--- src/rtl/serial_to_vector_n_pkg.sv ---
// Shared types and helpers for serial_to_vector_n.
// Holds the per-cycle action decode enum and the fill-count width helper.
// No logic lives here; the package is imported by the top module.
package serial_to_vector_n_pkg;

  // One action per cycle, already resolved by priority (clear > sof > next).
  typedef enum logic [1:0] {
    ACT_IDLE  = 2'd0,
    ACT_CLEAR = 2'd1,
    ACT_SOF   = 2'd2,
    ACT_NEXT  = 2'd3
  } act_e;

  // Fill-count width: a single-lane frame still needs a 1-bit counter port.
  function automatic int cnt_width(input int n);
    return (n > 1) ? $clog2(n) : 1;
  endfunction

endpackage

--- src/rtl/serial_to_vector_n.sv ---
// Purpose: gathers NUM_INPUTS serial samples into one packed vector (lane 0 = first sample).
// Latency: o_dat_valid pulses the cycle after the sample that fills the last lane.
// Backpressure: none; every i_valid sample is taken, full-rate back-to-back frames supported.
//
// Ports:
//   clk, rst      rising-edge clock; asynchronous active-low reset (0 = reset)
//   i_dat         serial sample, accepted when i_valid
//   i_valid       sample strobe; with it low nothing changes
//   i_sof         with i_valid: sample starts a new frame in lane 0
//   i_clear       synchronous abort of the partial frame, overrides any same-cycle sample
//   o_dat_vector  last complete frame, lane k at [k*DWIDTH +: DWIDTH]
//   o_dat_valid   one-cycle pulse when o_dat_vector has just been updated
//   o_fill        number of samples held in the current partial frame
//   o_drop        one-cycle pulse when i_sof discarded a non-empty partial frame
module serial_to_vector_n
  import serial_to_vector_n_pkg::*;
#(
  parameter  int NUM_INPUTS = 16,
  parameter  int DWIDTH     = 8,
  localparam int CNTW       = cnt_width(NUM_INPUTS)
) (
  input  logic                         clk,
  input  logic                         rst,
  input  logic [DWIDTH-1:0]            i_dat,
  input  logic                         i_valid,
  input  logic                         i_sof,
  input  logic                         i_clear,
  output logic [NUM_INPUTS*DWIDTH-1:0] o_dat_vector,
  output logic                         o_dat_valid,
  output logic [CNTW-1:0]              o_fill,
  output logic                         o_drop
);

  localparam logic [CNTW-1:0] LAST_LANE = CNTW'(NUM_INPUTS - 1);

  logic [CNTW-1:0]              cnt;
  logic [NUM_INPUTS*DWIDTH-1:0] stage;
  logic [NUM_INPUTS*DWIDTH-1:0] stage_nxt;
  logic [CNTW-1:0]              wr_lane;
  logic                         accept;
  logic                         done;
  act_e                         act;

  // Priority decode of the cycle's action.
  always_comb begin
    act = ACT_IDLE;
    if (i_clear) begin
      act = ACT_CLEAR;
    end else if (i_valid) begin
      act = i_sof ? ACT_SOF : ACT_NEXT;
    end
  end

  assign accept  = (act == ACT_SOF) || (act == ACT_NEXT);
  assign wr_lane = (act == ACT_SOF) ? '0 : cnt;
  // With NUM_INPUTS==1 the last lane is lane 0, so every accepted sample completes.
  assign done    = accept && (wr_lane == LAST_LANE);

  // Staging contents including this cycle's sample, so a completing frame can be
  // copied out in the same edge that writes its final lane.
  always_comb begin
    stage_nxt = stage;
    for (int k = 0; k < NUM_INPUTS; k++) begin
      if (wr_lane == CNTW'(k)) begin
        stage_nxt[k*DWIDTH +: DWIDTH] = i_dat;
      end
    end
  end

  always_ff @(posedge clk or negedge rst) begin
    if (!rst) begin
      cnt          <= '0;
      stage        <= '0;
      o_dat_vector <= '0;
      o_dat_valid  <= 1'b0;
      o_drop       <= 1'b0;
    end else begin
      o_dat_valid <= 1'b0;
      o_drop      <= 1'b0;
      unique case (act)
        ACT_CLEAR: begin
          cnt <= '0;
        end
        ACT_SOF, ACT_NEXT: begin
          stage  <= stage_nxt;
          o_drop <= (act == ACT_SOF) && (cnt != '0);
          if (done) begin
            cnt          <= '0;
            o_dat_vector <= stage_nxt;
            o_dat_valid  <= 1'b1;
          end else begin
            cnt <= wr_lane + CNTW'(1);
          end
        end
        default: begin
          cnt <= cnt;
        end
      endcase
    end
  end

  assign o_fill = cnt;

endmodule

--- config.mk ---
export PLATFORM = sky130hd
export DESIGN_NAME = serial_to_vector_n
export DESIGN_NICKNAME = d
export VERILOG_FILES = /design/src/rtl/serial_to_vector_n_pkg.sv /design/src/rtl/serial_to_vector_n.sv
export SDC_FILE = /design/constraint.sdc
export NUM_CORES = 1
export LEC_CHECK = 0
export CORE_MARGIN = 5
export CORE_UTILIZATION = 40
export DETAILED_ROUTE_END_ITERATION = 8
export REMOVE_ABC_BUFFERS = 1
export SETUP_SLACK_MARGIN = 0.05
export SYNTH_ARGS = -nofsm -noshare
export SYNTH_HDL_FRONTEND = slang
export SYNTH_SLANG_ARGS = --single-unit
--- constraint.sdc ---
create_clock -name clk -period 3.77 [get_ports clk]
set_input_delay 0.377 -clock clk [delete_from_list [all_inputs] [get_ports clk]]
set_output_delay 0.377 -clock clk [all_outputs]
set_load 0.01 [all_outputs]
==> flow_summary.toml, run 1 <==
[status]
outcome = "finished, violations left"
failed_checks = "hold timing"

[global_routing]
grt_use_met3 = 0.0481
grt-ovfl-total = 0
grt_usage = 0.166
grt_antenna_before_repair = 1
grt_busiest_layer = "met2"
grt_use_met1 = 0.222
grt_pass1_wl_um = 37500
met2_usage = 0.270
grt_max_degree = 137
grt_pass1_vias = 6636

[sta]
fmax_mhz = 316
rsz0062_at_grt = "no"
fin_hold_ws_ns = -0.0303
setup_violations = 0
final_max_slew_viol_count = 0
skew_ns = 0.00658
tightestPinTransition_ns = 1.17
slew_headroom = 0.214
fin_crit_sh = 0.840
finalCriticalPeriod_ns = 3.17
fin_tns_setup_ns = 0
hold_viol = 8

[floorplanning]
fp.coreArea_um2 = 25000
die-area_um2 = 28300
start_util = 0.402
die_h_um = 168
rows = 58
ios = 147
die_w_um = 168

[clock_tree]
clkTransAtPathRegs_ns = 0.06
clock_tree.root_cell = "clkbuf_16"
cts_tree = "done"
worstSkewPairLatency_ns = 0.52
cts_made_buffers = 27
clockBufferDepth = 3
cts_hold_buffers = 0
cts_sinks = 254
cts-resized-gates = 0
cts_setup_buffers = 0
cts_max_level = 1

[synth]
syn_inst = 683
synth_top_area_share = 0.634
yosysSeqAreaShare = 0.634
yosys_warnings = 0
avgSynthCellArea_um2 = 14.7
synthesis.area_um2 = 10000
yosys-top-cells-area = "dfrtp_1, mux2_2, a31oi_1, nand3_1, o21ai_0"
synth.distinct_cells = 32
yosysTopAreaCell = "dfrtp_1"
ys_seq_elements = 254

[power_and_ir_drop]
leakage_nw = 6.08
p_per_area_nw_per_um2 = 461
ir_worst_vdd_v = 0.000271
power.total_mw = 5.85

[final_layout]
design_area_um2 = 12700
fillers = 2180
fin_nets = 835
multi_input_area_um2 = 3400
drive_gt1_frac = 0.345
antenna_cells = 0
final-seq-area_um2 = 6360
syn2layout_area_growth_pct = 26.7

[critical_path]
path_class = "in -> reg"
worstPathArrival_ns = 3.50
cp-startpoint = "i_sof"
crit_buf_inv = 3
worstReg2RegStart = "o_fill[1]"
worst_path_most_repeated_cell = "inv_1"
critPathCaptureType = "register"
cp-start-kind = "input pin"
crit_family = "simple AND/OR/NAND/NOR gates"
worst_path_max_delay_cell = "inv_1"
cp_max_fo = 27
cpPeakStageDelay_ns = 0.70
crit_required_ns = 4.11
crit_chain = "clkdlybuf4s50_1 -> nand3b_1 -> nand2_1 -> inv_1 -> ha_1 -> and4bb_2 -> nand2_4 -> inv_1 -> a31oi_1"

[detailed_routing]
wl_um = 23600
wl_per_cell_um = 20.2
ant_nets = 0
firstDrtPassIters = 5
route.detailed.drc = 0
vias = 6087
viasPerCell = 5.21
drtIter0Drc = 524

[job]
max_cap_viol_count = 0

[place]
finalWeightedCongestion = 0.766
dp_hpwl_um = 14700
io_buffers = 146
post_dp_cell_area_um2 = 11800

[hold_path]
hold_path.class = "in -> async"
## registers in the layout, indices dropped and copies added, names as in the netlist
name	flops
stage	120
o_dat_valid	1
o_fill	4
o_dat_vector	128
o_drop	1
## synthesized netlist by cell type
library cell / number
a211oi_1: 1
a21oi_1: 24
a31oi_1: 25
a32oi_1: 1
and2_1: 3
and3b_1: 1
and4bb_2: 3
buf_2: 15
buf_4: 2
buf_6: 4
clkbuf_1: 30
dfrtp_1: 254
ha_1: 4
inv_1: 6
mux2_1: 1
mux2_2: 223
nand2_1: 11
nand2_4: 1
nand2b_1: 2
nand3_1: 28
nand3b_1: 1
nand4b_1: 3
nor2_1: 5
nor2b_1: 3
nor3_1: 1
nor3_2: 1
nor3_4: 1
nor4_1: 1
nor4bb_1: 1
o21ai_0: 25
o21bai_1: 1
or4b_1: 1
## power breakdown
part | switching, mW | total [mW] | internal [mW]
clock network | 1.05 | 2.69 | 1.63
logic | 0.165 | 0.282 | 0.117
registers | 0.0526 | 2.89 | 2.83
## area by class of cell
type,count,area share
inverters,6,0.00177
repair buffers,157,0.125
flip-flops and latches,254,0.501
clock buffers,34,0.0600
well taps,330,0.0325
clock inverters,15,0.0127
multi-input cells,372,0.268
## stage by stage
| stage | hold WS [ns] | setup WS, ns | cells | utilization |
|---|---|---|---|---|
| 5_1_grt | 0.0393 | 0.444 | 1168 | 0.509 |
| 3_3_place_gp | 0.460 | 0.302 | 1119 | 0.472 |
| 2_1_floorplan | 0.0814 | 0.245 | 632 | - |
| 6_report | -0.0303 | 0.602 | 1168 | 0.509 |
| 3_5_place_dp | 0.489 | 0.0666 | 1119 | 0.472 |
| 4_1_cts | 0.0165 | 0.593 | 1168 | 0.509 |
## layout by cell type, fill, tap and decap left out, types with 2 or more instances in the layout
| cell | n |
|---|---|
| buf_12 | 3 |
| mux2_2 | 223 |
| nand2b_1 | 2 |
| dfrtp_1 | 254 |
| a31oi_1 | 25 |
| o21ai_0 | 25 |
| clkbuf_16 | 27 |
| inv_1 | 6 |
| clkinv_2 | 8 |
| bufinv_16 | 3 |
| nor2_1 | 5 |
| and4bb_2 | 3 |
| nand2_1 | 11 |
| ha_1 | 4 |
| clkdlybuf4s50_1 | 145 |
| nor2b_1 | 3 |
| and2_1 | 3 |
| a21oi_1 | 24 |
| clkbuf_8 | 6 |
| buf_4 | 8 |
| nand4b_1 | 3 |
| nand3_1 | 28 |
| clkinvlp_4 | 3 |
## cell families after synthesis
logic type               synth area share
AO/OA/AOI/OAI                      0.0424
buffers and inverters              0.0270
adder cells (fa/ha/maj)           0.00499
flip-flops                          0.634
AND/OR/NAND/NOR                    0.0398
multiplexers                        0.252
## per-layer routing
layer  share of wire  routed length (um)
met1            0.43               10200
met2            0.47               11100
met5         0.00047                  11
met3           0.078                1830
met4           0.017                 406
## final timing paths
check	cells past startpoint	endpoint	slack (ns)
worst max-delay path	9	o_dat_vector[116]	0.60
worst min-delay path	1	o_dat_vector[19]	-0.03
worst max register to register	7	o_dat_vector[116]	0.71
worst min register to register	1	o_dat_vector[40]	0.50
max in group asynchronous	2	stage[115]	2.75
min in group clk	1	o_dat_vector[40]	0.50
## worst reg2reg max path, cell delays in order, from the launching register on
cell	delay (ns)
dfrtp_1	0.42
nand2_1	0.12
inv_1	0.10
ha_1	0.24
and4bb_2	0.65
nand2_4	0.41
inv_1	0.71
a31oi_1	0.22
Power figures use the tool's default switching activity.
==> inputs of run 2 (changes only) <==
clock period = 2.8 ns   (was 3.77 ns; I/O delays follow)
==> run 2 against run 1 <==
Against the previous run:
- the run now ends clean
- global-route usage increased by 0.33 points
- setup slack got worse by 0.24 ns
- clock-buffer cell count increased by 4
- power increased by 37%
- die area unchanged
- sequential cell count unchanged
- register-to-register slack got worse by 0.32 ns
- via count increased by 0.72%
- cell count increased by 1.5%
- clock skew increased by 0.0033 ns
- largest cell class unchanged
==> flow_summary.toml, run 2 (synthesis gave the netlist of run 1 again) <==
[power_and_ir_drop]
ir_worst_vdd_v = 0.000386
power.total_mw = 8.02
leakage_nw = 6.20
p_per_area_nw_per_um2 = 621

[critical_path]
crit_required_ns = 3.17
crit_buf_inv = 5
critPathCaptureType = "register"
path_class = "in -> reg"
crit_chain = "clkdlybuf4s50_1 -> nand3b_1 -> nand2_1 -> inv_1 -> ha_1 -> and4bb_2 -> nand2_4 -> buf_12 -> inv_1 -> buf_4 -> a31oi_1"
worstPathArrival_ns = 2.81
cpPeakStageDelay_ns = 0.51
worst_path_max_delay_cell = "clkdlybuf4s50_1"
cp_max_fo = 41
crit_family = "buffers and inverters"
worst_path_most_repeated_cell = "inv_1"
r2r_slack_ns = 0.39
cp-start-kind = "input pin"

[final_layout]
largest_reg_flops = 128
final_common_cell = "dfrtp_1"
fillers = 2123
mostFrequentLayoutCells = "dfrtp_1, mux2_2, clkdlybuf4s50_1"
antenna_cells = 0
syn2layout_area_growth_pct = 28.7
design_area_um2 = 12900
drive_gt1_frac = 0.355
final_cells = 1186
top_register = "o_dat_vector"
fin_nets = 853

[place]
dp_hpwl_um = 15500
finalWeightedCongestion = 0.772
post_dp_cell_area_um2 = 11900
io_buffers = 146
dp.cells = 1136
dp_worst_setup_slack_ns = -0.138

[clock_tree]
cts_max_level = 1
clockBufferDepth = 3
cts-resized-gates = 0
cts_tree = "done"
worstSkewPairLatency_ns = 0.51
cts_made_buffers = 27
cts_sinks = 254
clock_tree.root_cell = "clkbuf_16"
clkTransAtPathRegs_ns = 0.06

[job]
max_cap_viol_count = 0

[sta]
finalCriticalPeriod_ns = 2.44
fmax_mhz = 410
fin_crit_sh = 0.872
fin_hold_ws_ns = 0.346
hold_viol = 0
rsz0062_at_grt = "no"
final_max_slew_viol_count = 0
setup_violations = 0
fin_ws_ns = 0.360
tightestPinTransition_ns = 0.771
skew_ns = 0.00992
slew_headroom = 0.486

[detailed_routing]
wl_met1_um = 10500
route.detailed.drc = 0
met3WireLength_um = 1840
vias = 6131
drtIter0Drc = 310
firstDrtPassIters = 4
highest_layer = "met5"
wl_met2_um = 11000
wl_per_cell_um = 20.1
wl_um = 23800
ant_nets = 0
viasPerCell = 5.17

[global_routing]
grt-ovfl-total = 0
grt_pass1_wl_um = 38400
grt_antenna_before_repair = 2
grt_pass1_vias = 6663
grt_max_degree = 87
grt_usage = 0.169

[floorplanning]
die-area_um2 = 28300
fp.coreArea_um2 = 25000
die_w_um = 168
start_util = 0.402
die_h_um = 168
rows = 58
ios = 147

[status]
outcome = "completed"

[hold_path]
hold_path.class = "in -> async"
[run 2: cell types whose count changed in the layout (fill, tap and decap cells not counted), sizes merged]
cell	previous run	this run
buf	12	29
bufinv	3	4
clkbuf	34	38
clkinv	9	6
clkinvlp	3	1
dlygate4sd3	0	1
[run 2: area by class of cell]
cell class	count	area (um^2)	area share
sequential	254	6360	0.493
multi-input combinational	372	3400	0.263
timing repair buffer	175	1760	0.137
clock buffer	38	797	0.0618
tap	330	413	0.0320
clock inverter	11	158	0.0122
inverter	6	22.5	0.00175
[run 2: what timing repair did]
item,4_1_cts,5_1_grt
endpoints found under the hold margin,83,0
hold buffers,1,0
buffers inserted,0,0
[run 2: where the power goes]
part | switching, mW | leakage [nW] | internal (mW) | total (mW)
clock network | 1.38 | 0.474 | 2.34 | 3.73
registers | 0.0760 | 3.49 | 3.82 | 3.89
logic | 0.225 | 2.24 | 0.176 | 0.401
total | 1.69 | 6.20 | 6.33 | 8.02
[run 2: final timing paths]
| path | endpoint | start | cells past startpoint |
|---|---|---|---|
| worst max-delay path | o_dat_vector[111] | i_sof | 11 |
| worst min register to register | o_dat_vector[2] | stage[2] | 1 |
| min in group clk | o_drop | i_valid | 3 |
| worst max register to register | o_dat_vector[111] | o_fill[1] | 9 |
| max in group asynchronous | stage[44] | rst | 3 |
| worst min-delay path | stage[19] | rst | 2 |
[run 2: per-stage QoR]
step	setup TNS, ns	util
floorplan	-50.79	-
global placement	0	0.478
detailed placement	-2.70	0.478
CTS	0	0.517
global route	0	0.517
finish	0	0.517
[run 2: metal layers]
layer,GRT usage,vias to the layer above
met3,0.0481,38
li1,-,2740
met2,0.271,167
met4,0.0367,4
met1,0.231,3182
met5,0,-
==> inputs of run 3 (changes only) <==
CORE_UTILIZATION = 42   (was 40)
CTS_CLUSTER_SIZE = 20   (was default)
PLACE_DENSITY = 0.67   (was default)
==> run 3 against run 2 <==
Against the previous run:
- clock power decreased by 5.6%
- setup slack improved by 0.13 ns
- sequential cell count is the same
- combinational power about the same
- non-clock buffer count decreased by 1
- clock skew barely moved
- fmax grew 5.7%
==> flow_summary.toml, run 3 (synthesis gave the netlist of run 1 again) <==
[place]
io_buffers = 146
dp_worst_setup_slack_ns = 0.0447
post_dp_cell_area_um2 = 11900
dp_hpwl_um = 15000
dp.cells = 1124
finalWeightedCongestion = 0.787

[global_routing]
grt_max_degree = 86
grt-ovfl-total = 0
grt_usage = 0.176
grt_pass1_vias = 6501
grt_antenna_before_repair = 1
grt_pass1_wl_um = 37100

[power_and_ir_drop]
leakage_nw = 6.16
ir_worst_vdd_v = 0.000391
power.total_mw = 7.81
p_per_area_nw_per_um2 = 610

[sta]
final_max_slew_viol_count = 0
hold_viol = 0
finalCriticalPeriod_ns = 2.31
fin_tns_setup_ns = 0
setup_violations = 0
skew_ns = 0.00976
rsz0062_at_grt = "no"
fin_hold_ws_ns = 0.365
tightestPinTransition_ns = 0.766
slew_headroom = 0.490
fmax_mhz = 433
fin_ws_ns = 0.491
fin_crit_sh = 0.825

[detailed_routing]
wl_per_cell_um = 20.1
viasPerCell = 5.24
wl_um = 23600
drtIter0Drc = 305
vias = 6145
firstDrtPassIters = 4
ant_nets = 0
route.detailed.drc = 0

[clock_tree]
cts_tree = "done"
clock_tree.root_cell = "clkbuf_16"
cts_sinks = 254
cts_made_buffers = 27
cts-resized-gates = 0
cts_max_level = 1
clkTransAtPathRegs_ns = 0.06
worstSkewPairLatency_ns = 0.52
clockBufferDepth = 3

[critical_path]
worst_path_max_delay_cell = "inv_1"
worstPathArrival_ns = 2.67
worst_r2r_path_depth = 6
crit_chain = "and2_1 -> ha_1 -> and4bb_2 -> nand2_4 -> inv_1 -> a31oi_1"
cpPeakStageDelay_ns = 0.56
crit_required_ns = 3.16
cp-start-kind = "register"
cp_max_fo = 25
critPathCaptureType = "register"
path_class = "reg -> reg"
crit_family = "simple AND/OR/NAND/NOR gates"
crit_buf_inv = 1
path_depth = 6

[hold_path]
hold_path.class = "in -> async"

[floorplanning]
fp.coreArea_um2 = 23500
die_w_um = 164
rows = 56
die-area_um2 = 27100
die_h_um = 164
ios = 147
start_util = 0.427

[job]
max_cap_viol_count = 0

[final_layout]
design_area_um2 = 12800
final-seq-area_um2 = 6360
fillers = 1968
top_register = "o_dat_vector"
syn2layout_area_growth_pct = 27.7
antenna_cells = 0
drive_gt1_frac = 0.349
final_common_cell = "dfrtp_1"
largest_reg_flops = 128
multi_input_area_um2 = 3400
final_cells = 1173
fin_util = 0.545
fin_nets = 852
mostFrequentLayoutCells = "dfrtp_1, mux2_2, clkdlybuf4s50_1"

[status]
outcome = "completed"
run 3: cell count changes in the layout (fill, tap and decap cells not counted), sizes merged:
cell,delta
clkbuf,+3
bufinv,-2
clkinv,-2
buf,-1
run 3: final cells by class:
type                            count  share of cell area
Timing Repair Buffer              174               0.136
Sequential cell                   254               0.496
Tap cell                          319              0.0312
Clock buffer                       41              0.0624
Clock inverter                      7             0.00684
Multi-Input combinational cell    372               0.265
Inverter                            6             0.00176
run 3: path summary, 6_finish.rpt:
path	from	endpoint	slack, ns
max	o_fill[0]	o_dat_vector[107]	0.49
min	rst	o_dat_vector[42]	0.37
max reg2reg	o_fill[0]	o_dat_vector[107]	0.49
min reg2reg	stage[18]	o_dat_vector[18]	0.50
max in group asynchronous	rst	o_dat_vector[96]	1.55
min in group clk	stage[18]	o_dat_vector[18]	0.50
run 3: metal layers:
metal,track usage,up-vias,share of wire
met1,0.237,3147,0.43
met4,0.0507,2,0.027
met5,0,-,0.00030
met3,0.0462,55,0.076
li1,-,2740,-
met2,0.283,201,0.47
run 3: timing repair:
action                                 CTS  global route
endpoints found under the hold margin   82             0
hold buffers                             1             0
setup buffers                            0             0
run 3: report_power, final:
part	switching, mW	leakage, nW	internal [mW]
Clock	1.39	0.435	2.14
Combinational	0.228	2.23	0.172
Sequential	0.0707	3.49	3.82
Total	1.68	6.16	6.12
